--- config.mk ---
export PLATFORM = sky130hd
export DESIGN_NAME = ibuffer_flat
export DESIGN_NICKNAME = d
export VERILOG_FILES = /design/src/rtl/ibuffer_pkg.sv /design/src/rtl/ibuffer_if.sv /design/src/rtl/ibuffer_fetch_block_unpack.sv /design/src/rtl/ibuffer.sv /design/src/flat_wrapper.sv
export SDC_FILE = /design/constraint.sdc
export NUM_CORES = 2
export LEC_CHECK = 0
export BUFFER_PORTS_ARGS = -buffer_cell sky130_fd_sc_hd__buf_2
export CELL_PAD_IN_SITES_DETAIL_PLACEMENT = 2
export CELL_PAD_IN_SITES_GLOBAL_PLACEMENT = 2
export CORE_MARGIN = 2
export CORE_UTILIZATION = 45
export DETAILED_ROUTE_END_ITERATION = 12
export PLACE_DENSITY_LB_ADDON = 0.08
export SLEW_MARGIN = 20
export SYNTH_ARGS = -nofsm -noshare
export SYNTH_HDL_FRONTEND = slang
export SYNTH_SLANG_ARGS = --single-unit
--- constraint.sdc ---
create_clock -name clock -period 14 [get_ports clock]
set_clock_uncertainty 0.1 [all_clocks]
set_input_delay 3.5 -clock clock [delete_from_list [all_inputs] [get_ports clock]]
set_output_delay 3.5 -clock clock [all_outputs]
set_load 0.01 [all_outputs]
--- src/rtl/ibuffer_pkg.sv ---
// Shared frontend types and constants for the instruction buffer.
package ibuffer_pkg;

    localparam int INST_W      = 32;
    localparam int PC_W        = 64;
    localparam int FETCH_W     = 128;
    localparam int FETCH_INSTS = 4;
    localparam int FETCH_BYTES = 16;

    // One queued instruction together with its own PC.
    typedef struct packed {
        logic [INST_W-1:0] inst;
        logic [PC_W-1:0]   pc;
    } ibuf_entry_t;

    // One compacted lane produced by the fetch block unpacker.
    typedef struct packed {
        logic        valid;
        ibuf_entry_t entry;
    } fetch_lane_t;

    // PC of a slot inside the 16-byte fetch block containing base.
    function automatic logic [PC_W-1:0] slot_pc(input logic [PC_W-1:0] base,
                                                input logic [1:0]      slot);
        return (base & {{(PC_W-4){1'b1}}, 4'b0000}) + {{(PC_W-4){1'b0}}, slot, 2'b00};
    endfunction

endpackage

--- src/rtl/ibuffer_if.sv ---
// Fetch-side and decode-side signals of the instruction buffer.
interface ibuffer_if #(parameter int DEPTH = 16);
    import ibuffer_pkg::*;

    localparam int CNT_W = $clog2(DEPTH) + 1;

    logic                redirect_valid;
    logic                fetch_data_valid;
    logic [FETCH_W-1:0]  fetch_data;
    logic [PC_W-1:0]     fetch_pc;
    logic                fetch_inst;
    logic                ibuf_inst_valid;
    logic [INST_W-1:0]   ibuf_inst;
    logic [PC_W-1:0]     ibuf_pc;
    logic                ibuf_inst_ready;
    logic [CNT_W-1:0]    ibuf_count;

    // Frontend/backend side that feeds blocks and consumes instructions.
    modport master (
        output redirect_valid, fetch_data_valid, fetch_data, fetch_pc, ibuf_inst_ready,
        input  fetch_inst, ibuf_inst_valid, ibuf_inst, ibuf_pc, ibuf_count
    );

    // The buffer itself.
    modport slave (
        input  redirect_valid, fetch_data_valid, fetch_data, fetch_pc, ibuf_inst_ready,
        output fetch_inst, ibuf_inst_valid, ibuf_inst, ibuf_pc, ibuf_count
    );

    // Passive observer.
    modport monitor (
        input redirect_valid, fetch_data_valid, fetch_data, fetch_pc, ibuf_inst_ready,
        input fetch_inst, ibuf_inst_valid, ibuf_inst, ibuf_pc, ibuf_count
    );

endinterface

--- src/rtl/ibuffer_fetch_block_unpack.sv ---
// Splits a 128-bit fetch block into compacted lanes starting at the fetch PC slot.
module ibuffer_fetch_block_unpack
    import ibuffer_pkg::*;
(
    input  logic [FETCH_W-1:0]                fetch_data,
    input  logic [PC_W-1:0]                   fetch_pc,
    output fetch_lane_t [FETCH_INSTS-1:0]     lanes_s,
    output logic [2:0]                        n_s
);

    logic [2:0] slot_s;

    // Lane j carries slot (s + j); lanes past slot 3 are empty.
    always_comb begin
        n_s     = 3'd4 - {1'b0, fetch_pc[3:2]};
        slot_s  = 3'd0;
        lanes_s = '0;
        for (int j = 0; j < FETCH_INSTS; j++) begin
            slot_s = {1'b0, fetch_pc[3:2]} + 3'(j);
            if (slot_s <= 3'd3) begin
                lanes_s[j].valid      = 1'b1;
                lanes_s[j].entry.inst = fetch_data[{slot_s[1:0], 5'b00000} +: INST_W];
                lanes_s[j].entry.pc   = slot_pc(fetch_pc, slot_s[1:0]);
            end else begin
                lanes_s[j] = '0;
            end
        end
    end

endmodule

--- src/rtl/ibuffer.sv ---
// Instruction buffer: circular queue of {inst, pc} between fetch and decode.
module ibuffer
    import ibuffer_pkg::*;
#(
    parameter int DEPTH = 16
)(
    input  logic      clock,
    input  logic      reset_n,
    ibuffer_if.slave  bus
);

    localparam int PTR_W = $clog2(DEPTH) + 1;
    localparam int IDX_W = $clog2(DEPTH);

    ibuf_entry_t                  mem_q [DEPTH];
    ibuf_entry_t                  mem_d [DEPTH];
    logic [PTR_W-1:0]             rd_ptr_q, rd_ptr_d;
    logic [PTR_W-1:0]             wr_ptr_q, wr_ptr_d;
    logic [PTR_W-1:0]             count_q, count_d;
    fetch_lane_t [FETCH_INSTS-1:0] lanes_s;
    logic [2:0]                   n_s;
    logic [PTR_W-1:0]             n_ext_s;
    logic [PTR_W-1:0]             free_s;
    logic                         valid_s;
    logic                         deq_s;
    logic                         enq_s;

    ibuffer_fetch_block_unpack u_unpack (
        .fetch_data (bus.fetch_data),
        .fetch_pc   (bus.fetch_pc),
        .lanes_s    (lanes_s),
        .n_s        (n_s)
    );

    // Handshakes and next pointer/count state; a redirect empties the queue.
    always_comb begin
        valid_s = (count_q != PTR_W'(0)) && !bus.redirect_valid;
        deq_s   = valid_s && bus.ibuf_inst_ready;
        n_ext_s = PTR_W'(n_s);
        free_s  = PTR_W'(DEPTH) - count_q + PTR_W'(deq_s);
        // A block that does not fit is dropped whole, leaving the pointers alone.
        enq_s   = bus.fetch_data_valid && !bus.redirect_valid && (n_ext_s <= free_s);
        if (bus.redirect_valid) begin
            rd_ptr_d = PTR_W'(0);
            wr_ptr_d = PTR_W'(0);
            count_d  = PTR_W'(0);
        end else begin
            rd_ptr_d = rd_ptr_q + PTR_W'(deq_s);
            wr_ptr_d = enq_s ? (wr_ptr_q + n_ext_s) : wr_ptr_q;
            count_d  = count_q + (enq_s ? n_ext_s : PTR_W'(0)) - PTR_W'(deq_s);
        end
    end

    // Storage write: lane j lands at index (wr_ptr + j) modulo DEPTH.
    always_comb begin
        for (int i = 0; i < DEPTH; i++) begin
            mem_d[i] = mem_q[i];
            for (int j = 0; j < FETCH_INSTS; j++) begin
                mem_d[i] = (enq_s && lanes_s[j].valid &&
                            ((wr_ptr_q[IDX_W-1:0] + IDX_W'(j)) == IDX_W'(i)))
                           ? lanes_s[j].entry : mem_d[i];
            end
        end
    end

    // Pointer and occupancy registers.
    always_ff @(posedge clock or negedge reset_n) begin
        if (!reset_n) begin
            rd_ptr_q <= PTR_W'(0);
            wr_ptr_q <= PTR_W'(0);
            count_q  <= PTR_W'(0);
        end else begin
            rd_ptr_q <= rd_ptr_d;
            wr_ptr_q <= wr_ptr_d;
            count_q  <= count_d;
        end
    end

    // Entry storage.
    always_ff @(posedge clock or negedge reset_n) begin
        if (!reset_n) begin
            for (int i = 0; i < DEPTH; i++) begin
                mem_q[i] <= '0;
            end
        end else begin
            for (int i = 0; i < DEPTH; i++) begin
                mem_q[i] <= mem_d[i];
            end
        end
    end

    // Head is read from registered storage only, so fetch data never reaches decode in one cycle.
    assign bus.ibuf_inst_valid = valid_s;
    assign bus.ibuf_inst       = mem_q[rd_ptr_q[IDX_W-1:0]].inst;
    assign bus.ibuf_pc         = mem_q[rd_ptr_q[IDX_W-1:0]].pc;
    assign bus.ibuf_count      = count_q;
    assign bus.fetch_inst      = (PTR_W'(DEPTH) - count_q) >= PTR_W'(FETCH_INSTS);

endmodule

--- src/flat_wrapper.sv ---
// flat-port wrapper written by rule: the top's interface ports become plain ports
module ibuffer_flat import ibuffer_pkg::*;
#(
    parameter int DEPTH = 16
)
  (clock, reset_n, bus_redirect_valid, bus_fetch_data_valid, bus_fetch_data, bus_fetch_pc, bus_ibuf_inst_ready, bus_fetch_inst, bus_ibuf_inst_valid, bus_ibuf_inst, bus_ibuf_pc, bus_ibuf_count);
  ibuffer_if #(.DEPTH(DEPTH)) bus_i ();
  input  logic clock;
  input  logic reset_n;
  input wire logic [$bits(bus_i.redirect_valid)-1:0] bus_redirect_valid;
  input wire logic [$bits(bus_i.fetch_data_valid)-1:0] bus_fetch_data_valid;
  input wire logic [$bits(bus_i.fetch_data)-1:0] bus_fetch_data;
  input wire logic [$bits(bus_i.fetch_pc)-1:0] bus_fetch_pc;
  input wire logic [$bits(bus_i.ibuf_inst_ready)-1:0] bus_ibuf_inst_ready;
  output wire logic [$bits(bus_i.fetch_inst)-1:0] bus_fetch_inst;
  output wire logic [$bits(bus_i.ibuf_inst_valid)-1:0] bus_ibuf_inst_valid;
  output wire logic [$bits(bus_i.ibuf_inst)-1:0] bus_ibuf_inst;
  output wire logic [$bits(bus_i.ibuf_pc)-1:0] bus_ibuf_pc;
  output wire logic [$bits(bus_i.ibuf_count)-1:0] bus_ibuf_count;
  assign bus_i.redirect_valid = bus_redirect_valid;
  assign bus_i.fetch_data_valid = bus_fetch_data_valid;
  assign bus_i.fetch_data = bus_fetch_data;
  assign bus_i.fetch_pc = bus_fetch_pc;
  assign bus_i.ibuf_inst_ready = bus_ibuf_inst_ready;
  assign bus_fetch_inst = bus_i.fetch_inst;
  assign bus_ibuf_inst_valid = bus_i.ibuf_inst_valid;
  assign bus_ibuf_inst = bus_i.ibuf_inst;
  assign bus_ibuf_pc = bus_i.ibuf_pc;
  assign bus_ibuf_count = bus_i.ibuf_count;
  ibuffer #(.DEPTH(DEPTH)) u_core (.clock(clock), .reset_n(reset_n), .bus(bus_i));
endmodule
==> results.md <==
- Status: finished, final reports clean
- Cell area after layout: 0.09701 mm²
- Clk buf depth: 3
- Synthesis Warnings: 0
- Placer Congestion: 0.9340
- Global-route wire length before repair: 675300 µm
- Total Neg Setup Slack: 0 ns
- Critical-path maximum fanout: 47
- Final hold violations: 0
- Critical path depth in cells: 8
- Ys async rst share: 100.0%
- Register-to-Register Path Depth: 19
- Post-Syn Instances: 8771
- Number of flops mapped to enable cells by yosys: 0
- DRT met1 WL: 170100 µm
- Die H: 445.0 µm
- CTS tree: yes
- Arr. time, crit path: 6.40 ns
- Number of global-route vias before repair: 91.77k
- Fraction of the yosys area taken by sequential cells: 43.37%
- Length of routed met2 wiring: 216700 µm
- Commonest non-fill, non-tap cell in the layout: dfrtp_1
- Worst hold stages: 2
- Multi-input gate area: 0.04587 mm²
- Final Cycle Share: 71.44%
- 1st-iter DRT viols: 11.01k
- Unrepaired setup endpoints after global routing: no
- Initial Util: 45.35%
- Worst path slowest cell: buf_4
- Num CTS Buffers: 177
- Initial antenna violation count: 50
- Die area: 0.1980 mm²
- DP Cell Count: 10.78k
- Skew-Pair Late Insertion Delay: 0.86 ns
- WL final: 481700 µm
- DRC Markers: 0
- Critical path's top delay family: buffers and inverters
- Setup WS pre-CTS: 4.109 ns
- FILL cells: 19.37k
- Grt ovf: 0
- PwrDens: 203.7 mW/mm²
- Synthesized area per cell: 9.979 µm²
- Area Growth Syn to Fin: 10.83%
- DR vias/cell: 7.753
- Top FF cell, synth: dfrtp_1
- Cts hold-fix bufs: 0
- Category of the critical setup timing path: flop to output pin
- Rel. slew slack: 9.195%
- Port Buf Inserts: 295
- Clk slew on worst S/H paths: 0.06 ns
- Largest net degree at the start of global routing: 183
- Die width: 445.0 µm
- Nets: 8666
- FF+latch area: 0.03798 mm²
- Clock Root Buffer: clkbuf_16
- Row count: 161
- #FFs+latches synth: 1517
- DR WL/cell: 43.19 µm
- Number of max-cap violations: 0
- DP HPWL: 251000 µm
- Share of cells above drive strength 1: 22.91%
- Htree depth: 4
- Pins over their slew limit: 0
- Worst Hold Class: flop to flop
- CP required: 10.40 ns
- Leakage power: 41.78 nW
- Fmax: 0.09998 GHz
- Worst setup SP type: flop
- Peak VDD IR: 0.0001990 V
- Vias: 86.47k
- Nature of the critical path endpoint: output pin
- Postcts setup bufs: 0
- Post-CTS sizing: 0
- Fin crit period: 10.00 ns
- ANT nets after route: 0
- Most frequent CP cell: buf_4
- Buf+Inv Stages, Crit Path: 4
- Post-placement cell area: 0.09068 mm²
- Largest stage delay, worst path: 0.97 ns
- Final Worst Setup Slack: 3.998 ns
- Yosys cell types: 87
- DR WL met3: 51620 µm
- Sink Count: 1517
- Top routing layer in use: met5
- CP Cell Sequence: buf_4, and2_4, buf_4, buf_4, a221oi_1, a22oi_1, nand2_1, buf_2
- CORE AREA: 0.1930 mm²
- Drt pass-1 iters: 6
- All-Layer GR Usage: 46.80%
- Non-filler instance count after layout: 11.15k
- Most frequent cells in the layout: dfrtp_1 (1513), nand2_1 (1097), mux2_2 (814)
- Post-Synthesis Cell Area: 0.08752 mm²
- Ports: 300
- Worst-margin pin slew: 1.357 ns
- Final setup violation count: 0
-- worst min-delay path, cell delays in order (launching register included) --
cell and delay (ns):
dfrtp_1 0.34, nand2_1 0.05, nand2_1 0.06
-- layer usage --
layer | vias up | track usage [%]
li1 | 32141 | -
met1 | 44842 | 55.52
met2 | 6885 | 71.40
met3 | 2571 | 13.13
met4 | 30 | 37.34
met5 | - | 0
-- cells in the mapped netlist, types with 9 or more instances --
cell type,instances,area (µm²)
dfrtp_1,1517,37960
nand2_1,1116,4189
mux2_2,814,9166
clkbuf_1,703,2639
a21oi_1,604,3023
nor2_1,498,1869
o21ai_0,428,2142
mux2i_1,405,4054
a22oi_1,231,1734
mux4_2,219,4932
o22ai_1,217,1358
nor3_1,199,996.0
a221o_1,179,1792
buf_2,176,880.8
a221oi_1,169,1480
a211oi_1,164,1231
buf_1,111,416.7
o211ai_1,109,818.3
o221ai_1,98,858.3
inv_1,96,360.4
a2111oi_0,94,823.3
a31oi_1,81,506.7
o31ai_1,55,412.9
and2_1,41,256.5
nand3_1,40,200.2
o22a_1,37,324.1
a22o_1,32,280.3
a211o_1,31,271.5
ha_1,27,337.8
and3_1,26,162.7
buf_4,22,165.2
nor2b_1,21,131.4
nand4_1,19,118.9
o21ai_1,17,85.08
a31o_2,15,131.4
o2111ai_1,13,113.9
nand2b_1,12,75.07
nor4_1,10,62.56
o311a_1,10,100.1
xor2_1,9,78.83
-- logic make-up (layout without fill, tap and decap cells) --
logic type	after synthesis	count (layout)	synth area share, %
AOI/OAI and AO/OA	2633	2633	20.47
xor gates and xnor gates	18	18	0.2102
adders and majority gates	29	29	0.4317
buffers and inverters	1115	924	5.171
DFF	1517	1517	43.37
muxes	1439	1439	20.77
other	1	48	0.004285
and+or+nand+nor	2019	2019	9.579
-- final cells by class --
cell class / instances / share of cell area, %
multi-input combinational: 6140 / 47.28
sequential: 1517 / 39.15
clock buffer: 271 / 5.513
timing repair buffer: 506 / 3.538
tap: 2526 / 3.258
clock inverter: 49 / 0.7636
inverter: 98 / 0.3792
antenna: 46 / 0.1187
-- state kept, by name, indices dropped and copies added, names as in the netlist --
register,count
u_core.wr_ptr_q,4
u_core.rd_ptr_q,4
u_core.bus.ibuf_count,5
u_core.mem_q,1504
-- worst paths after layout --
check	startpoint	to	slack (ns)
min in group asynchronous	reset_n	u_core.mem_q[237]	2.55
max	u_core.rd_ptr_q[1]	bus_ibuf_inst[2]	4.00
max reg2reg	u_core.bus.ibuf_count[0]	u_core.mem_q[273]	6.90
min reg2reg	u_core.mem_q[538]	u_core.mem_q[538]	0.38
min	u_core.mem_q[538]	u_core.mem_q[538]	0.38
max in group asynchronous	reset_n	u_core.mem_q[1065]	8.76
-- stage by stage --
step / util [%] / total power, mW / hold WS, ns
2_1_floorplan: - / 11.37 / 0.3409
3_3_place_gp: 46.90 / 13.43 / 0.3549
3_5_place_dp: 46.99 / 14.02 / 0.3617
4_1_cts: 50.14 / 19.32 / 0.3763
5_1_grt: 50.23 / 20.33 / 0.4066
6_report: 50.27 / 19.76 / 0.3751
-- power breakdown --
part | switching, mW | internal [mW]
sequential | 1.25 | 6.09
combinational | 4.60 | 2.76
clock | 2.19 | 2.86
total | 8.04 | 11.7
(Power assumes the default switching activity.)
